`src/rtl/modexp_pkg.sv`:
```
// Shared definitions for the modular-exponentiation sequencer.
`timescale 1ns/1ps
package modexp_pkg;

    // Width of the busy-cycle counter exported for timing measurement.
    localparam int CNT_W = 32;

    // Sequencer states. Each request state pairs with a wait state.
    typedef enum logic [3:0] {
        IDLE,
        RED,
        RED_W,
        SQ,
        SQ_W,
        MUL,
        MUL_W,
        NEXT,
        FIN
    } state_t;

    // Exponent/modulus/operand width derived from the message width.
    function automatic int ew_of(input int width);
        return 2 * width;
    endfunction

endpackage

```
`src/rtl/modexp_ctrl.sv`:
```
// Left-to-right square-and-multiply controller for c^d mod n.
// All products go through an external req/done modular multiplier.
// The exponent bit step is resolved in the same cycle as mul_done, so
// NEXT is never occupied and each operation costs exactly L+1 cycles.
`timescale 1ns/1ps
module modexp_ctrl
    import modexp_pkg::*;
#(
    parameter int WIDTH = 8
) (
    input  logic                 clk,
    input  logic                 rst_n,
    input  logic                 start,
    input  logic                 ct_mode,
    input  logic [WIDTH-1:0]     c,
    input  logic [2*WIDTH-1:0]   d,
    input  logic [2*WIDTH-1:0]   n,
    output logic                 mul_req,
    output logic [2*WIDTH-1:0]   mul_a,
    output logic [2*WIDTH-1:0]   mul_b,
    output logic [2*WIDTH-1:0]   mul_n,
    input  logic                 mul_done,
    input  logic [2*WIDTH-1:0]   mul_p,
    output logic [2*WIDTH-1:0]   result,
    output logic                 done,
    output logic                 busy,
    output logic                 err,
    output logic [CNT_W-1:0]     cycle_cnt
);

    localparam int EW    = ew_of(WIDTH);
    localparam int IDX_W = $clog2(EW);

    state_t           state;
    state_t           next_state;
    logic [EW-1:0]    exp_sr;
    logic [IDX_W-1:0] idx;
    logic [EW-1:0]    r;
    logic [EW-1:0]    b;
    logic             ct_reg;

    logic             cur_bit;
    logic             need_mul;
    logic             last_bit;
    logic             small_n;
    logic [EW-1:0]    r_after_mul;

    assign cur_bit     = exp_sr[EW-1];
    assign need_mul    = cur_bit | ct_reg;
    assign last_bit    = (idx == '0);
    assign small_n     = (n < EW'(2));
    assign r_after_mul = cur_bit ? mul_p : r;

    assign mul_req = (state == RED) || (state == SQ) || (state == MUL);
    assign done    = (state == FIN);
    assign busy    = (state != IDLE);

    // State register.
    always_ff @(posedge clk or negedge rst_n) begin
        if (!rst_n) begin
            state <= IDLE;
        end else begin
            state <= next_state;
        end
    end

    // Next-state decode; the NEXT step is folded into the wait-state exits.
    always_comb begin
        next_state = state;
        case (state)
            IDLE:    if (start) next_state = small_n ? FIN : RED;
            RED:     next_state = RED_W;
            RED_W:   if (mul_done) next_state = SQ;
            SQ:      next_state = SQ_W;
            SQ_W: begin
                if (mul_done) begin
                    if (need_mul)      next_state = MUL;
                    else if (last_bit) next_state = FIN;
                    else               next_state = SQ;
                end
            end
            MUL:     next_state = MUL_W;
            MUL_W:   if (mul_done) next_state = last_bit ? FIN : SQ;
            FIN:     next_state = IDLE;
            default: next_state = IDLE;
        endcase
    end

    // Datapath: operand launch, accumulator update, exponent walk, counter.
    always_ff @(posedge clk or negedge rst_n) begin
        if (!rst_n) begin
            exp_sr    <= '0;
            idx       <= '0;
            r         <= '0;
            b         <= '0;
            ct_reg    <= 1'b0;
            mul_a     <= '0;
            mul_b     <= '0;
            mul_n     <= '0;
            result    <= '0;
            err       <= 1'b0;
            cycle_cnt <= '0;
        end else begin
            case (state)
                IDLE: begin
                    if (start) begin
                        exp_sr    <= d;
                        idx       <= IDX_W'(EW - 1);
                        mul_n     <= n;
                        ct_reg    <= ct_mode;
                        r         <= EW'(1);
                        err       <= (n == '0);
                        cycle_cnt <= CNT_W'(1);
                        if (small_n) begin
                            result <= '0;
                        end else begin
                            mul_a <= EW'(c);
                            mul_b <= EW'(1);
                        end
                    end
                end
                RED_W: begin
                    if (mul_done) begin
                        b     <= mul_p;
                        mul_a <= r;
                        mul_b <= r;
                    end
                end
                SQ_W: begin
                    if (mul_done) begin
                        r <= mul_p;
                        if (need_mul) begin
                            mul_a <= mul_p;
                            mul_b <= b;
                        end else if (last_bit) begin
                            result <= mul_p;
                        end else begin
                            exp_sr <= exp_sr << 1;
                            idx    <= idx - IDX_W'(1);
                            mul_a  <= mul_p;
                            mul_b  <= mul_p;
                        end
                    end
                end
                MUL_W: begin
                    if (mul_done) begin
                        r <= r_after_mul;
                        if (last_bit) begin
                            result <= r_after_mul;
                        end else begin
                            exp_sr <= exp_sr << 1;
                            idx    <= idx - IDX_W'(1);
                            mul_a  <= r_after_mul;
                            mul_b  <= r_after_mul;
                        end
                    end
                end
                default: ;
            endcase
            if (state != IDLE && state != FIN) begin
                cycle_cnt <= cycle_cnt + CNT_W'(1);
            end
        end
    end

endmodule

```
`config.mk`:
```
export PLATFORM = sky130hd
export DESIGN_NAME = modexp_ctrl
export DESIGN_NICKNAME = d
export VERILOG_FILES = /design/src/rtl/modexp_pkg.sv /design/src/rtl/modexp_ctrl.sv
export SDC_FILE = /design/constraint.sdc
export NUM_CORES = 1
export LEC_CHECK = 0
export CELL_PAD_IN_SITES_DETAIL_PLACEMENT = 0
export CELL_PAD_IN_SITES_GLOBAL_PLACEMENT = 1
export CORE_MARGIN = 1.5
export CORE_UTILIZATION = 40
export CTS_CLUSTER_SIZE = 12
export DETAILED_ROUTE_END_ITERATION = 7
export GPL_TIMING_DRIVEN = 0
export PLACE_DENSITY_LB_ADDON = 0.1
export SLEW_MARGIN = 25
export SYNTH_ARGS = -nofsm -noshare
export SYNTH_HDL_FRONTEND = slang
export SYNTH_SLANG_ARGS = --single-unit
```
`constraint.sdc`:
```
create_clock -name clk -period 2.7 [get_ports clk]
set_input_delay 0.54 -clock clk [delete_from_list [all_inputs] [get_ports clk]]
set_output_delay 0.54 -clock clk [all_outputs]
set_load 0.01 [all_outputs]
```
==> key figures <==
Outcome
  • Result of the run: completed

Logic synthesis
  • Synthesized area per cell: 10.9 µm²
  • Netlist area before placement: 7800 µm²
  • Main combinational cell family by area after synthesis: multiplexers
  • Number of enable-type register cells in the synthesized netlist: 0
  • Unique masters post-synth: 60
  • Sequential-to-total area share from yosys stat: 49.4%
  • Share of cell area taken by muxes after synthesis: 18.3%
  • Simple-gate area share of the yosys netlist: 14.0%
  • Post-synthesis net count: 776
  • Share of async-settable or async-resettable flops after synthesis: 100%
  • Xor/xnor cell area share of the yosys netlist: 0.225%
  • YS warnings: 0
  • Adder-Cell Fraction of Synth Area: 0.321%
  • Synthesized netlist cell count: 713
  • Post-synthesis sequential element count: 154
  • Synth Flop Type: dfrtp_1
  • Compound-Gate Fraction of Synth Area: 13.8%

Setup path
  • Worst Reg2Reg Path Length in Cells: 7
  • Buffers & Inverters on Critical Path: 4
  • Number of cells on the critical path: 5
  • Cell class contributing the biggest share of worst-path delay: buffers and inverters
  • Flop2flop setup slack: 310 ps
  • CP peak stage delay: 490 ps
  • Kind of start point of the critical path: flop
  • Critical Path RT: 2160 ps
  • CP Max Fanout: 10
  • Worst-path cell with the longest stage delay: clkdlybuf4s50_1
  • Dominant cell type by count on the critical path: buf_4
  • Crit-path cells: buf_4 > nor4_4 > buf_4 > inv_2 > clkdlybuf4s50_1
  • Type of destination of the critical path: primary output
  • Critical path class: reg -> out
  • CP Data Arrival Time: 2030 ps

Layout
  • Most common cell after layout, fill and taps aside: clkdlybuf4s50_1
  • Flip-flop count of the largest register after layout: 32
  • Sequential cell area: 3850 µm²
  • FILL cells: 1670
  • Non-filler instance count after layout: 1168
  • Layout cells sized above 1: 19.3%
  • Biggest register: cycle_cnt
  • Multi-input gate area in the final layout: 3650 µm²
  • Commonest non-fill, non-tap cells in the layout: 157 x clkdlybuf4s50_1, 154 x dfrtp_1, 128 x nand2_1, 57 x mux2_2, 38 x mux2i_1
  • Total Nets Final: 957
  • Relative area change from synthesis to final layout: 33.6%

Clocking
  • Clock tree from TritonCTS: done
  • Later-pin clock latency in the skew report: 420 ps
  • Max H-tree Level: 4
  • Total clock buffers created by CTS: 17
  • Buffers from clock root to sink, at most: 2
  • Clock edge transition at the registers on the reported setup and hold paths: 70 ps
  • Buffer cell driving the clock tree root: clkbuf_16
  • TritonCTS sink count: 154

Global route
  • Maximum number of pins on one net before global-route repair: 86
  • Global-route usage over all layers: 22.1%
  • Leftover overflow at the end of global routing: 0
  • Number of antenna violations at the first check in global routing: 1
  • Wire length of the first global-routing pass: 34400 µm
  • Vias in the first global route: 6345

Power and ir drop
  • Proportion of power drawn by flip-flops and latches: 32.1%
  • Worst ir drop on vdd: 545 µV
  • Clock group share of total power: 22.2%
  • Leakage power summed over all cells: 0.00468 µW
  • Relative contribution of combinational cells to total power: 45.7%
  • Final Total Pwr: 11700 µW
  • Sw Ratio: 36.5%
  • Cell internal pwr: 7460 µW
  • Switching Power: 4290 µW
  • Power per cell area: 1130 nW/µm²

Route
  • Number of vias in the routed layout: 6237
  • Antenna Violating Nets Remaining: 0
  • Mean routed wirelength per cell: 18.6 µm
  • Final Routed Wirelength: 21800 µm
  • Via-to-Cell Ratio: 5.34
  • Number of DRC violations after detailed-routing iteration 0: 267
  • First-pass DRT Iterations: 5
  • DRC violation count after routing: 0

Timing
  • Setup repair after global routing missed its margin: no
  • Fmax achieved: 390 MHz
  • Final Skew: 11.7 ps
  • Worst Tran Pin Value: 847 ps
  • Max-slew violation count: 0
  • Final Hold Vio Count: 0
  • # setup viols final: 0
  • Final critical-path share of the clock period: 95.1%
  • Max-slew headroom at the worst pin: 43.2%
  • Final critical delay including setup and external delays: 2570 ps

Placed design
  • Half-perimeter wire length after detailed placement: 15900 µm
  • Placed Cells incl. Taps: 1133
  • Final Wtd Congestion: 0.874
  • Number of I/O port buffers: 159

Floorplanning
  • Core Rows: 50
  • Num ports: 161
  • Area of the die: 20300 µm²
  • Core region area: 18900 µm²
  • Die Ht: 143 µm
  • Horizontal die dimension: 143 µm
  • Initial Util: 41.3%

Worst hold path
  • Kind of path behind the tightest hold check: in -> async

Run
  • Max_cap viols: 0
## layer usage
| layer | wire, µm | vias to the layer above | track usage [%] |
|---|---|---|---|
| li1 | - | 2937 | - |
| met1 | 10400 | 3088 | 31.6 |
| met2 | 9830 | 182 | 33.3 |
| met3 | 1070 | 30 | 3.76 |
| met4 | 485 | 0 | 8.52 |
| met5 | 0 | - | 0 |
## cell usage after synthesis, types with 2 or more instances
cell type,n,area (µm²)
and4_1,3,26.3
nand3_1,18,90.1
buf_6,4,45.0
or3b_2,2,17.5
nor3_1,5,25.0
o21ai_1,4,20.0
a222oi_1,2,20.0
mux2i_1,38,380
or3b_1,2,17.5
o31ai_2,8,100
a22o_1,15,131
buf_1,2,7.51
buf_4,8,60.1
mux2_2,57,642
a41oi_1,2,17.5
a21oi_1,16,80.1
nor3b_1,2,15.0
xor2_1,2,17.5
clkbuf_1,12,45.0
nand4_1,6,37.5
nor2_1,34,128
o31ai_1,9,67.6
mux2_4,27,405
nor4_1,4,25.0
and2_1,3,18.8
inv_1,12,45.0
ha_1,2,25.0
o21ai_0,27,135
nand2_1,128,480
a2bb2oi_1,11,96.3
a31oi_1,17,106
nor4_4,2,42.5
a22oi_1,20,150
dfrtp_1,154,3850
o211ai_1,5,37.5
and3_1,7,43.8
a32oi_1,2,17.5
buf_2,19,95.1
## cells by family after synthesis
family,count (synthesis)
and+or+nand+nor,229
muxes,122
AOI/OAI and AO/OA,146
buffers and inverters,58
adders and majority gates,2
xor gates and xnor gates,2
DFF,154
## metrics by stage
stage | hold WS (ps) | utilization, % | worst slack (ps) | cell area (µm²) | TNS, ps
after floorplan | 244 | - | 608 | 7800 | 0
after global placement | 457 | 51.4 | -5260 | 9710 | -814800
after detailed placement | 469 | 51.6 | -199 | 9750 | -7450
after CTS | 88.4 | 55.0 | 25.8 | 10400 | 0
after global routing | 103 | 55.1 | 61.3 | 10400 | 0
final | 55.9 | 55.1 | 134 | 10400 | 0
## timing repair
action / 4_1_cts / 5_1_grt
setup endpoints to repair: 2 / 1
buffers inserted: 0 / 2
resized for setup: 2 / 0
pin swaps: 0 / 1
hold buffers: 0 / 0
## power by group through the flow
stage | clock network [µW] | registers [µW] | logic [µW]
floorplan | 0 | 3840 | 3170
global placement | 0 | 3750 | 5230
detailed placement | 0 | 3780 | 5360
CTS | 2650 | 3760 | 5370
global route | 2750 | 3870 | 5830
finish | 2610 | 3770 | 5370
## layout make-up
| type | instances | area share [%] |
|---|---|---|
| Antenna cell | 1 | 0.0240 |
| Inverter | 13 | 0.469 |
| Buffer | 45 | 2.43 |
| Tap cell | 260 | 3.12 |
| Clock buffer | 20 | 4.38 |
| Clock inverter | 12 | 1.81 |
| Sequential cell | 154 | 37.0 |
| Timing Repair Buffer | 162 | 15.7 |
| Multi-Input combinational cell | 501 | 35.0 |
## worst paths after layout
kind / from / to
max in group asynchronous: rst_n / state[1]
hold / removal: rst_n / mul_b[12]
hold reg to reg: cycle_cnt[31] / cycle_cnt[31]
setup / recovery: state[1] / busy
min in group clk: cycle_cnt[31] / cycle_cnt[31]
setup reg to reg: ct_reg / mul_b[12]
(Power assumes the default switching activity.)
